--- src/rtl/mem_port_arbiter_if.sv ---
// Requester and RAM-side bundle for mem_port_arbiter.
// slave = arbiter view, master = environment view.
interface mem_port_arbiter_if #(
   parameter int AW = 16,
   parameter int DW = 32
);
   logic          r0_valid;
   logic          r0_we;
   logic [AW-1:0] r0_addr;
   logic [DW-1:0] r0_wdata;
   logic          r0_done;
   logic          r0_err;
   logic [DW-1:0] r0_rdata;

   logic          r1_valid;
   logic          r1_we;
   logic [AW-1:0] r1_addr;
   logic [DW-1:0] r1_wdata;
   logic          r1_done;
   logic          r1_err;
   logic [DW-1:0] r1_rdata;

   logic [AW-1:0] mem_addr;
   logic [DW-1:0] mem_wdata;
   logic          mem_wren;
   logic          mem_store_ack;
   logic          mem_load_req;
   logic          mem_load_completed;
   logic          mem_store_completed;
   logic [DW-1:0] mem_rdata;

   modport slave (
      input  r0_valid, r0_we, r0_addr, r0_wdata,
      output r0_done, r0_err, r0_rdata,
      input  r1_valid, r1_we, r1_addr, r1_wdata,
      output r1_done, r1_err, r1_rdata,
      output mem_addr, mem_wdata, mem_wren,
      output mem_store_ack, mem_load_req,
      input  mem_load_completed, mem_store_completed,
      input  mem_rdata
   );

   modport master (
      output r0_valid, r0_we, r0_addr, r0_wdata,
      input  r0_done, r0_err, r0_rdata,
      output r1_valid, r1_we, r1_addr, r1_wdata,
      input  r1_done, r1_err, r1_rdata,
      input  mem_addr, mem_wdata, mem_wren,
      input  mem_store_ack, mem_load_req,
      output mem_load_completed, mem_store_completed,
      output mem_rdata
   );
endinterface

--- src/rtl/mem_port_arbiter.sv ---
// I/D-cache arbiter and sequencer for the single block-wide RAM port.
// Define ARB_ROUND_ROBIN_EN to alternate tie grants (default: data side wins).
module mem_port_arbiter #(
   parameter int AW      = 16,
   parameter int DW      = 32,
   parameter int TIMEOUT = 64
)(
   input  logic              clk,
   input  logic              rst_n,
   mem_port_arbiter_if.slave bus
);
   localparam int CW = $clog2(TIMEOUT);

   typedef enum logic [2:0] {
      S_IDLE,
      S_LD_WAIT,
      S_ST_WAIT,
      S_ST_ACK,
      S_RESP
   } state_t;

   state_t        r_state;
   state_t        w_next;
   logic [AW-1:0] r_addr;
   logic [DW-1:0] r_wdata;
   logic [DW-1:0] r_rdata0;
   logic [DW-1:0] r_rdata1;
   logic          r_we;
   logic          r_id;
   logic          r_err;
   logic [CW-1:0] r_wdog;

   logic w_any;
   logic w_gnt;
   logic w_gnt_we;
   logic w_to;
   logic w_abort;
   logic w_ld_cap;
   logic w_wait;

   assign w_any = bus.r0_valid | bus.r1_valid;

`ifdef ARB_ROUND_ROBIN_EN
   logic r_last;
   assign w_gnt = (bus.r0_valid & bus.r1_valid) ? ~r_last
                                                : bus.r1_valid;
`else
   assign w_gnt = bus.r1_valid;
`endif

   assign w_gnt_we = w_gnt ? bus.r1_we : bus.r0_we;
   assign w_to     = (r_wdog == CW'(TIMEOUT - 1));
   assign w_wait   = (r_state == S_LD_WAIT) |
                     (r_state == S_ST_WAIT) |
                     (r_state == S_ST_ACK);

   always_comb begin
      w_next   = r_state;
      w_abort  = 1'b0;
      w_ld_cap = 1'b0;
      unique case (r_state)
         S_IDLE: begin
            if (w_any)
               w_next = w_gnt_we ? S_ST_WAIT : S_LD_WAIT;
         end
         S_LD_WAIT: begin
            if (bus.mem_load_completed) begin
               w_next   = S_RESP;
               w_ld_cap = 1'b1;
            end else if (w_to) begin
               w_next  = S_RESP;
               w_abort = 1'b1;
            end
         end
         S_ST_WAIT: begin
            if (bus.mem_store_completed) begin
               w_next = S_ST_ACK;
            end else if (w_to) begin
               w_next  = S_RESP;
               w_abort = 1'b1;
            end
         end
         S_ST_ACK: begin
            if (!bus.mem_store_completed) begin
               w_next = S_RESP;
            end else if (w_to) begin
               w_next  = S_RESP;
               w_abort = 1'b1;
            end
         end
         S_RESP:  w_next = S_IDLE;
         default: w_next = S_IDLE;
      endcase
   end

   // Watchdog restarts on every state change so each wait phase gets its own budget.
   always_ff @(posedge clk or negedge rst_n) begin
      if (!rst_n) begin
         r_state <= S_IDLE;
         r_wdog  <= '0;
      end else begin
         r_state <= w_next;
         if (w_next != r_state)
            r_wdog <= '0;
         else if (w_wait)
            r_wdog <= r_wdog + 1'b1;
      end
   end

   always_ff @(posedge clk or negedge rst_n) begin
      if (!rst_n) begin
         r_addr   <= '0;
         r_wdata  <= '0;
         r_we     <= 1'b0;
         r_id     <= 1'b0;
         r_err    <= 1'b0;
         r_rdata0 <= '0;
         r_rdata1 <= '0;
`ifdef ARB_ROUND_ROBIN_EN
         r_last   <= 1'b1;
`endif
      end else begin
         if (r_state == S_IDLE && w_any) begin
            r_id    <= w_gnt;
            r_we    <= w_gnt_we;
            r_addr  <= w_gnt ? bus.r1_addr  : bus.r0_addr;
            r_wdata <= w_gnt ? bus.r1_wdata : bus.r0_wdata;
            r_err   <= 1'b0;
         end
         if (w_abort)
            r_err <= 1'b1;
         if (w_ld_cap) begin
            if (r_id)
               r_rdata1 <= bus.mem_rdata;
            else
               r_rdata0 <= bus.mem_rdata;
         end
`ifdef ARB_ROUND_ROBIN_EN
         if (r_state == S_RESP)
            r_last <= r_id;
`endif
      end
   end

   assign bus.mem_addr      = r_addr;
   assign bus.mem_wdata     = r_wdata;
   assign bus.mem_wren      = (r_state == S_ST_WAIT) & r_we;
   assign bus.mem_store_ack = (r_state == S_ST_ACK);
   assign bus.mem_load_req  = (r_state == S_LD_WAIT) & ~r_we;

   assign bus.r0_done  = (r_state == S_RESP) & ~r_id;
   assign bus.r1_done  = (r_state == S_RESP) &  r_id;
   assign bus.r0_err   = bus.r0_done & r_err;
   assign bus.r1_err   = bus.r1_done & r_err;
   assign bus.r0_rdata = r_rdata0;
   assign bus.r1_rdata = r_rdata1;
endmodule

--- src/flat_wrapper.sv ---
// flat-port wrapper written by rule: the top's interface ports become plain ports
module mem_port_arbiter_flat 
#(
   parameter int AW      = 16,
   parameter int DW      = 32,
   parameter int TIMEOUT = 64
)
  (clk, rst_n, bus_r0_valid, bus_r0_we, bus_r0_addr, bus_r0_wdata, bus_r0_done, bus_r0_err, bus_r0_rdata, bus_r1_valid, bus_r1_we, bus_r1_addr, bus_r1_wdata, bus_r1_done, bus_r1_err, bus_r1_rdata, bus_mem_addr, bus_mem_wdata, bus_mem_wren, bus_mem_store_ack, bus_mem_load_req, bus_mem_load_completed, bus_mem_store_completed, bus_mem_rdata);
  mem_port_arbiter_if #(.AW(AW), .DW(DW)) bus_i ();
  input  logic clk;
  input  logic rst_n;
  input wire logic [$bits(bus_i.r0_valid)-1:0] bus_r0_valid;
  input wire logic [$bits(bus_i.r0_we)-1:0] bus_r0_we;
  input wire logic [$bits(bus_i.r0_addr)-1:0] bus_r0_addr;
  input wire logic [$bits(bus_i.r0_wdata)-1:0] bus_r0_wdata;
  output wire logic [$bits(bus_i.r0_done)-1:0] bus_r0_done;
  output wire logic [$bits(bus_i.r0_err)-1:0] bus_r0_err;
  output wire logic [$bits(bus_i.r0_rdata)-1:0] bus_r0_rdata;
  input wire logic [$bits(bus_i.r1_valid)-1:0] bus_r1_valid;
  input wire logic [$bits(bus_i.r1_we)-1:0] bus_r1_we;
  input wire logic [$bits(bus_i.r1_addr)-1:0] bus_r1_addr;
  input wire logic [$bits(bus_i.r1_wdata)-1:0] bus_r1_wdata;
  output wire logic [$bits(bus_i.r1_done)-1:0] bus_r1_done;
  output wire logic [$bits(bus_i.r1_err)-1:0] bus_r1_err;
  output wire logic [$bits(bus_i.r1_rdata)-1:0] bus_r1_rdata;
  output wire logic [$bits(bus_i.mem_addr)-1:0] bus_mem_addr;
  output wire logic [$bits(bus_i.mem_wdata)-1:0] bus_mem_wdata;
  output wire logic [$bits(bus_i.mem_wren)-1:0] bus_mem_wren;
  output wire logic [$bits(bus_i.mem_store_ack)-1:0] bus_mem_store_ack;
  output wire logic [$bits(bus_i.mem_load_req)-1:0] bus_mem_load_req;
  input wire logic [$bits(bus_i.mem_load_completed)-1:0] bus_mem_load_completed;
  input wire logic [$bits(bus_i.mem_store_completed)-1:0] bus_mem_store_completed;
  input wire logic [$bits(bus_i.mem_rdata)-1:0] bus_mem_rdata;
  assign bus_i.r0_valid = bus_r0_valid;
  assign bus_i.r0_we = bus_r0_we;
  assign bus_i.r0_addr = bus_r0_addr;
  assign bus_i.r0_wdata = bus_r0_wdata;
  assign bus_r0_done = bus_i.r0_done;
  assign bus_r0_err = bus_i.r0_err;
  assign bus_r0_rdata = bus_i.r0_rdata;
  assign bus_i.r1_valid = bus_r1_valid;
  assign bus_i.r1_we = bus_r1_we;
  assign bus_i.r1_addr = bus_r1_addr;
  assign bus_i.r1_wdata = bus_r1_wdata;
  assign bus_r1_done = bus_i.r1_done;
  assign bus_r1_err = bus_i.r1_err;
  assign bus_r1_rdata = bus_i.r1_rdata;
  assign bus_mem_addr = bus_i.mem_addr;
  assign bus_mem_wdata = bus_i.mem_wdata;
  assign bus_mem_wren = bus_i.mem_wren;
  assign bus_mem_store_ack = bus_i.mem_store_ack;
  assign bus_mem_load_req = bus_i.mem_load_req;
  assign bus_i.mem_load_completed = bus_mem_load_completed;
  assign bus_i.mem_store_completed = bus_mem_store_completed;
  assign bus_i.mem_rdata = bus_mem_rdata;
  mem_port_arbiter #(.AW(AW), .DW(DW), .TIMEOUT(TIMEOUT)) u_core (.clk(clk), .rst_n(rst_n), .bus(bus_i));
endmodule
--- config.mk ---
export PLATFORM = sky130hd
export DESIGN_NAME = mem_port_arbiter_flat
export DESIGN_NICKNAME = d
export VERILOG_FILES = /design/src/rtl/mem_port_arbiter_if.sv /design/src/rtl/mem_port_arbiter.sv /design/src/flat_wrapper.sv
export SDC_FILE = /design/constraint.sdc
export NUM_CORES = 1
export LEC_CHECK = 0
export ABC_CLOCK_PERIOD_IN_PS = 1500
export CAP_MARGIN = 20
export CELL_PAD_IN_SITES_DETAIL_PLACEMENT = 0
export CELL_PAD_IN_SITES_GLOBAL_PLACEMENT = 1
export CORE_AREA = 2 2 141 143
export DETAILED_ROUTE_END_ITERATION = 8
export DIE_AREA = 0 0 143 145
export PLACE_DENSITY = 0.81
export SYNTH_ARGS = -nofsm -noshare
export SYNTH_HDL_FRONTEND = slang
export SYNTH_SLANG_ARGS = --single-unit
--- constraint.sdc ---
create_clock -name clk -period 1.5 [get_ports clk]
set_input_delay 0.3 -clock clk [delete_from_list [all_inputs] [get_ports clk]]
set_output_delay 0.3 -clock clk [all_outputs]
set_load 0.02 [all_outputs]
=== Word-level counts from Yosys, hierarchy flattened ===
Index checks and enable logic that the tools add are counted.

* Bits in registers: 124
* Input port bits: 136
* Output and inout bits: 119
* Logic and storage cells: 54

* Add/subtract/negate cells: 1
* Equal/unequal tests: 6
* Mux-type cells: 21
* Bitwise logic cells: 11
* Reduce and logical (&&, ||, !) cells: 6

{| class="wikitable"
|+ Operators with widths
! kind !! number
|-
| 32-bit 2-to-1 mux || 1
|-
| 16-bit 2-to-1 mux || 1
|-
| 3-bit 2-to-1 mux || 5
|-
| 6-bit 2-to-1 mux || 2
|-
| 3-bit one-hot mux with 4 select lines || 1
|-
| 1-bit 2-to-1 mux || 9
|-
| 6-bit by 1-bit adder with 6-bit output, second input constant || 1
|-
| 1-bit bitwise AND || 6
|-
| 3-bit by 2-bit equality test with 1-bit output, second input constant || 2
|-
| 6-bit equality test, second input constant || 1
|-
| 2-bit AND reduction || 2
|-
| 2-bit nonzero test || 2
|-
| 3-bit by 1-bit equality test with 1-bit output, second input constant || 1
|-
| 3-bit equality test, second input constant || 1
|-
| 3-bit zero test || 1
|-
| 3-bit inequality test || 1
|-
| 1-bit bitwise OR || 3
|-
| 1-bit one-hot mux with 3 select lines || 1
|-
| 2-bit 2-to-1 mux || 1
|-
| 1-bit inverter || 2
|-
| 1-bit logical AND || 1
|}

=== Depth between registers and ports, before layout ===
Gate-level depths: netlist of run 1.

* Depth after elaboration: 6
* Depth in mapped cells: 7
* Mapped depth without buffers: 5

=== Worst setup path before layout of run 1 ===
No wires, ideal clock.

* Path kind: reg2out
* From: register u_core.r_state[1]
* To: output bus_r0_err
* Arrival: 1.687 ns
* Required time: 1.200 ns
* Slack: -0.487 ns
* Stages on the path, launching flop included: 6
* Path buffers: 2
* Cells stage by stage: dfrtp_1 > buf_6 > or2_1 > buf_2 > nor3_1 > and2_1

* Word-level cells in the longest chain between the ends: 3

{| class="wikitable"
|+ Ends and longest elaborated chain
! item !! RTL line !! source
|-
| start, declared || mem_port_arbiter.sv:22 || <nowiki>state_t r_state;</nowiki>
|-
| start signal, assigned || mem_port_arbiter.sv:102 || <nowiki>r_state <= w_next;</nowiki>
|-
| 3-bit equality test || mem_port_arbiter.sv:151 || <nowiki>assign bus.r0_done = (r_state == S_RESP) & ~r_id;</nowiki>
|-
| 1-bit bitwise AND || mem_port_arbiter.sv:151 ||
|-
| named net bus_r0_done || flat_wrapper.sv:16 || <nowiki>output wire logic [$bits(bus_i.r0_done)-1:0] bus_r0_done;</nowiki>
|-
| 1-bit bitwise AND || mem_port_arbiter.sv:153 || <nowiki>assign bus.r0_err = bus.r0_done & r_err;</nowiki>
|-
| end, declared || flat_wrapper.sv:17 || <nowiki>output wire logic [$bits(bus_i.r0_err)-1:0] bus_r0_err;</nowiki>
|}

The timed path passes the listed nets, and every way through them passes these cells.

=== Worst setup path after layout of run 1 ===
* From: register u_core.r_state[0]
* To: register u_core.r_rdata0[14], in the netlist u_core.bus.r0_rdata[14]

* Word-level cells in the longest chain between the ends: 3

{| class="wikitable"
|+ Ends and longest elaborated chain
! item !! RTL line !! source
|-
| 3-bit by 1-bit equality test with 1-bit output || mem_port_arbiter.sv:61 || <nowiki>unique case (r_state)</nowiki>
|-
| 1-bit 2-to-1 mux || mem_port_arbiter.sv:61 ||
|-
| 2-bit AND reduction (no line) || - ||
|-
| end signal, assigned || mem_port_arbiter.sv:136 || <nowiki>r_rdata0 <= bus.mem_rdata;</nowiki>
|-
| end, declared || mem_port_arbiter.sv:26 || <nowiki>logic [DW-1:0] r_rdata0;</nowiki>
|}

No other way between the ends.
A chain may end at the register's enable or synchronous reset.

==> impl_metrics.csv, run 1 <==
group,metric,value,unit
die,die-width,143,µm
grt,grt_pass1_wl,27480,µm
critical_path,critPathMaxFanout,8,
status,violations,"setup timing",
sta,setup-tns-final,-33020,ps
clock_network,ctsRootBufferMaster,"clkbuf_16",
grt,grt_overflow,0,
placed_design,place.gp.congestion,0.8274,
routing,vias,4680,
routing,first_pass_iters,4,
routing,ant_nets,0,
routing,wl_per_cell,18.13,µm
grt,first_global_vias,5061,
yosys,synth_area_leaders,"dfrtp_1, mux2_2, mux2i_1, a21oi_1, nor2_1",
yosys,synthCells,420,
yosys,synth_area_per_cell,12.64,µm²
yosys,ys_seq_elements,124,
die,chipHeight,145,µm
critical_path,cp_top_family,"buffers and inverters",
critical_path,cp_data_required_time,1800,ps
yosys,synth_cell_types,34,
critical_path,cp_common_cell,"buf_6",
die,pin_count,255,
die,start_util,0.2764,
sta,finalWorstSetupSlack,-358.9,ps
power,p_leak,4.540,nW
grt,grt_start_max_net_pins,65,
yosys,yosysSeqAreaShare,0.5845,
final_layout,syn_to_final_growth,93.94,%
power,peakVddDrop,1.067,mV
clock_network,numCtsBuffers,17,
routing,drc,0,
critical_path,cp_slowest_cell,"dfrtp_1",
yosys,synth_nets,557,
sta,hold_viol_final,0,
yosys,synth_top_cell_by_area,"dfrtp_1",
sta,relSlewSlack,0.6783,
final_layout,drive_gt1_frac,0.3916,
yosys,yosys_warnings,0,
critical_path,critPathKind,"flip-flop to flip-flop",
sta,fin_worst_skew,7.813,ps
critical_path,critPathCaptureType,"flip-flop",
grt,antenna_found_initial,0,
power,cellPowerDensity,2170,nW/µm²
final_layout,nets,890,
status,status,"complete, but fails checks",
hold_path,hp-class,"input pin to flip-flop",
final_layout,diodes,0,
die,row_count,51,
sta,worst_pin_slew,469.1,ps
placed_design,io_buffer_count,254,
critical_path,worstSetupStartpointType,"flip-flop",
placed_design,dp_slack,-359.4,ps
die,core,19210,µm²
sta,period_share,1.239,
critical_path,cpPeakStageDelay,420,ps
sta,rsz0062_at_grt,"yes",
clock_network,cts.sinks,124,
sta,max_freq,538.0,MHz
critical_path,crit_buf_inv,3,
clock_network,htree_levels,4,
clock_network,cts.path.max_buffers,2,
final_layout,design_area,10300,µm²
final_layout,utilization,0.5361,
clock_network,clock_latency,410,ps
yosys,synth_area,5309,µm²
run,maxCapViolations,0,
critical_path,path_cells,"buf_6 -> nor3b_4 -> buf_6 -> nand2_4 -> nor2_4 -> clkbuf_16 -> mux2_4",
final_layout,final_cell_mix,"clkdlybuf4s50_1, dfrtp_1, dlygate4sd2_1",
sta,finalMaxSlewViolations,0,
placed_design,hpwlAfterDp,10810,µm
critical_path,cp_data_arrival_time,2150,ps
clock_network,clk_pin_slew,60,ps
clock_network,cts_tree,"done",
final_layout,final_common_cell,"clkdlybuf4s50_1",
final_layout,fillers,1646,
routing,vias_per_cell,4.539,
routing,drt_wl_total,18690,µm
die,dieArea,20740,µm²
routing,drtIter0Drc,145,
sta,setup_viol,130,
placed_design,placed_cell_area,8349,µm²
yosys,yosysTopAreaCellShare,0.5845,
sta,fin_crit,1859,ps
grt,grt_use_total,0.1714,
==> sequential cells by signal (all words and copies together) (netlist names) <==
signal / cells
u_core.r_state: 3
u_core.r_err: 1
u_core.bus.mem_addr: 16
u_core.r_id: 1
u_core.r_we: 1
u_core.bus.r1_rdata: 32
u_core.bus.mem_wdata: 32
u_core.bus.r0_rdata: 32
u_core.r_wdog: 6
==> logic make-up after synthesis <==
kind of cell | count (synthesis) | share of synthesized area
AND/OR/NAND/NOR | 83 | 0.06976
flip-flops | 124 | 0.5845
multiplexers | 115 | 0.2321
XOR/XNOR | 6 | 0.009899
buffers and inverters | 29 | 0.03700
adder cells (fa/ha/maj) | 2 | 0.004242
AO/OA/AOI/OAI | 61 | 0.06246
==> metal layers <==
metal  share of wire  global-route usage  vias to the layer above
met5               0                   0                        -
met4          0.0057             0.03713                        0
met3           0.086             0.06337                       10
met2            0.50              0.2921                      177
met1            0.41              0.2058                     2342
li1                -                   -                     2151
==> layout make-up <==
cell class | instances | area (µm²) | share of cell area
sequential | 124 | 3103 | 0.3014
inverter | 3 | 13.76 | 0.001337
tap | 265 | 331.6 | 0.03220
timing repair buffer | 340 | 3645 | 0.3540
clock inverter | 15 | 126.4 | 0.01227
clock buffer | 17 | 425.4 | 0.04132
multi-input combinational | 267 | 2651 | 0.2575
==> cells in the mapped netlist <==
cell and n:
o22ai_1 1, o21ai_0 1, mux2_2 65, nand2_1 6
xnor2_1 1, xor2_1 5, inv_1 3, ha_1 1
a32o_1 1, or2_1 1, nand4_1 3, buf_6 9
o311ai_0 2, a31oi_1 1, nor3_4 1, nor2_1 57
mux2i_1 50, o211ai_1 2, nor3_1 1, buf_4 3
dfrtp_1 124, and3_1 5, nand2b_1 1, nand3_1 2
a211o_1 1, a21oi_1 51, clkbuf_1 7, or3_1 1
maj3_1 1, nor2b_1 1, and2_1 2, buf_2 7
o21a_1 1, nor3b_1 2
==> worst paths after layout <==
| kind | start | endpoint | slack (ps) | cells after the start |
|---|---|---|---|---|
| setup / recovery | u_core.r_state[0] | u_core.bus.r0_rdata[14] | -360 | 7 |
| hold / removal | bus_r1_valid | u_core.r_id | 220 | 2 |
| setup reg to reg | u_core.r_state[0] | u_core.bus.r0_rdata[14] | -360 | 7 |
| hold reg to reg | u_core.bus.r1_rdata[6] | u_core.bus.r1_rdata[6] | 500 | 1 |
| max in group asynchronous | rst_n | u_core.bus.r0_rdata[27] | 720 | 3 |
| min in group asynchronous | rst_n | u_core.r_state[2] | 470 | 3 |
==> worst register-to-register path, stage by stage, from the launching register on <==
cell,delay [ps]
dfrtp_1,420
buf_6,140
nor3b_4,180
buf_6,130
nand2_4,50
nor2_4,280
clkbuf_16,240
mux2_4,300
==> what timing repair did <==
item	4_1_cts	5_1_grt
pin swaps	7	12
endpoints found under the setup margin	241	134
resized for setup	250	143
hold buffers	1	0
gates cloned	17	5
setup buffers	20	18
hold endpoints to repair	124	0
==> power breakdown <==
part	leakage, nW	switching (mW)	internal, mW	total, mW
Clock	0.270	1.68	2.17	3.85
Sequential	1.46	1.09	4.96	6.04
Combinational	2.81	6.09	6.36	12.5
Total	4.54	8.85	13.5	22.3
==> per-stage QoR <==
step | hold slack (ps) | std cells | power [mW]
final | 223.7 | 1031 | 22.35
after global routing | 203.4 | 1031 | 23.49
after CTS | 200.6 | 1017 | 21.14
after detailed placement | 349.6 | 948 | 15.04
after global placement | 337.9 | 948 | 14.81
after floorplan | 4.409 | 420 | 10.57
Power figures use the tool's default switching activity.
==> run 2, diff against run 1 <==
Settings changed: CORE_AREA 2 2 141 143 to 2 2 139 141, CTS_BUF_LIST from default to sky130_fd_sc_hd__clkbuf_8, DIE_AREA 0 0 143 145 to 0 0 141 143, PLACE_DENSITY 0.81 to 0.83.
==> impl_metrics.csv, run 2 (synthesis gave the netlist of run 1 again) <==
group,metric,value,unit
final_layout,register_area,3103,µm²
grt,first_global_vias,4758,
sta,finalMaxSlewViolations,0,
clock_network,cts_tree,"done",
die,core,18580,µm²
final_layout,drive_gt1_frac,0.3020,
placed_design,hpwlAfterDp,11480,µm
power,peakVddDrop,1.030,mV
placed_design,place.gp.congestion,0.8345,
run,maxCapViolations,0,
critical_path,critPathMaxFanout,3,
final_layout,nets,879,
die,start_util,0.2857,
final_layout,final_common_cell,"clkdlybuf4s50_1",
die,pin_count,255,
sta,setup_viol,130,
routing,drtIter0Drc,120,
clock_network,htree_levels,4,
routing,drc,0,
placed_design,io_buffer_count,254,
clock_network,ctsRootBufferMaster,"clkbuf_8",
clock_network,cts.sinks,124,
die,die-width,141,µm
routing,first_pass_iters,6,
grt,grt_overflow,0,
final_layout,diodes,0,
final_layout,final_cells,989,
routing,ant_nets,0,
sta,fin_crit,1841,ps
die,dieArea,20160,µm²
sta,fin_worst_skew,13.54,ps
die,row_count,50,
final_layout,fillers,1625,
sta,finalWorstSetupSlack,-340.8,ps
critical_path,worstSetupStartpointType,"flip-flop",
power,finalPower,19.77,mW
grt,antenna_found_initial,0,
critical_path,cp_data_arrival_time,1540,ps
sta,max_freq,543.3,MHz
final_layout,multi_input_area,2316,µm²
clock_network,cts.path.max_buffers,2,
routing,drt_wl_total,17440,µm
die,chipHeight,143,µm
placed_design,dp.cells,921,
hold_path,hp-class,"input pin to async pin",
power,p_leak,4.288,nW
critical_path,critPathKind,"flip-flop to primary output",
final_layout,syn_to_final_growth,81.31,%
critical_path,cp_data_required_time,1200,ps
clock_network,numCtsBuffers,17,
status,status,"complete, but fails checks",
final_layout,final_cell_mix,"clkdlybuf4s50_1, dfrtp_1, clkdlybuf4s15_1",
power,cellPowerDensity,2054,nW/µm²
sta,relSlewSlack,0.5794,
grt,grt_pass1_wl,24430,µm
critical_path,critPathCaptureType,"primary output",
clock_network,clk_pin_slew,90,ps
sta,rsz0062_at_grt,"yes",
routing,vias,4526,
sta,hold_viol_final,0,
sta,period_share,1.227,
sta,worst_pin_slew,613.4,ps
routing,vias_per_cell,4.576,
routing,wl_per_cell,17.63,µm
grt,grt_start_max_net_pins,54,
status,violations,"setup timing",
clock_network,clock_latency,430,ps
grt,grt_use_total,0.1557,
run 2: repair_timing:
item                                    CTS  global route
setup buffers                             6            20
hold endpoints to repair                 13             0
cloned                                    3             9
resized for setup                       167           192
pin swaps                                10            13
endpoints found under the setup margin  233           199
hold buffers                              1             0
run 2: power by group:
part	switching (mW)	leakage, nW	internal (mW)	total, mW
Sequential	0.916	1.46	4.95	5.86
Clock	1.52	0.204	1.54	3.06
Combinational	5.29	2.63	5.55	10.8
run 2: per-layer routing:
metal | global-route usage | vias to the layer above | part of all wire
li1 | - | 2115 | -
met1 | 0.1615 | 2191 | 0.39
met2 | 0.2819 | 201 | 0.51
met3 | 0.07042 | 19 | 0.091
met4 | 0.04895 | 0 | 0.012
met5 | 0 | - | 0
run 2: layout make-up:
class                      instances  area share
timing repair buffer             329      0.3612
sequential                       124      0.3224
multi-input combinational        267      0.2406
tap                              234     0.03042
clock buffer                      17     0.02431
clock inverter                    15     0.01859
inverter                           3    0.002470
run 2: path summary, 6_finish.rpt:
| kind | cells after the start | startpoint | slack (ps) | end |
|---|---|---|---|---|
| min in group clk | 3 | bus_r1_valid | 420 | u_core.r_id |
| min reg2reg | 1 | u_core.bus.r1_rdata[7] | 510 | u_core.bus.r1_rdata[7] |
| max in group asynchronous | 3 | rst_n | 670 | u_core.bus.r0_rdata[28] |
| max | 4 | u_core.r_state[0] | -340 | bus_r0_err |
| max reg2reg | 10 | u_core.r_state[0] | -330 | u_core.bus.mem_wdata[25] |
| min | 2 | rst_n | 270 | u_core.r_id |
run 2: stage by stage:
| step | worst slack [ps] | hold slack, ps | area, µm² | setup TNS, ps | utilization |
|---|---|---|---|---|---|
| final | -340.8 | 274.0 | 9625 | -32000 | 0.5180 |
| after global routing | -444.2 | 265.2 | 9625 | -41150 | 0.5180 |
| after CTS | -383.0 | 257.0 | 8856 | -28910 | 0.4766 |
| after detailed placement | -366.9 | 190.6 | 8366 | -29620 | 0.4502 |
| after global placement | -344.4 | 182.4 | 8366 | -26500 | 0.4502 |
| after floorplan | -108.1 | 4.409 | 5341 | -6827 | - |
run 2: critical path, stage by stage (launching register included):
cell and delay [ps]:
dfrtp_1 420, or2_4 280, nor3_4 140, and2_4 170, buf_6 110
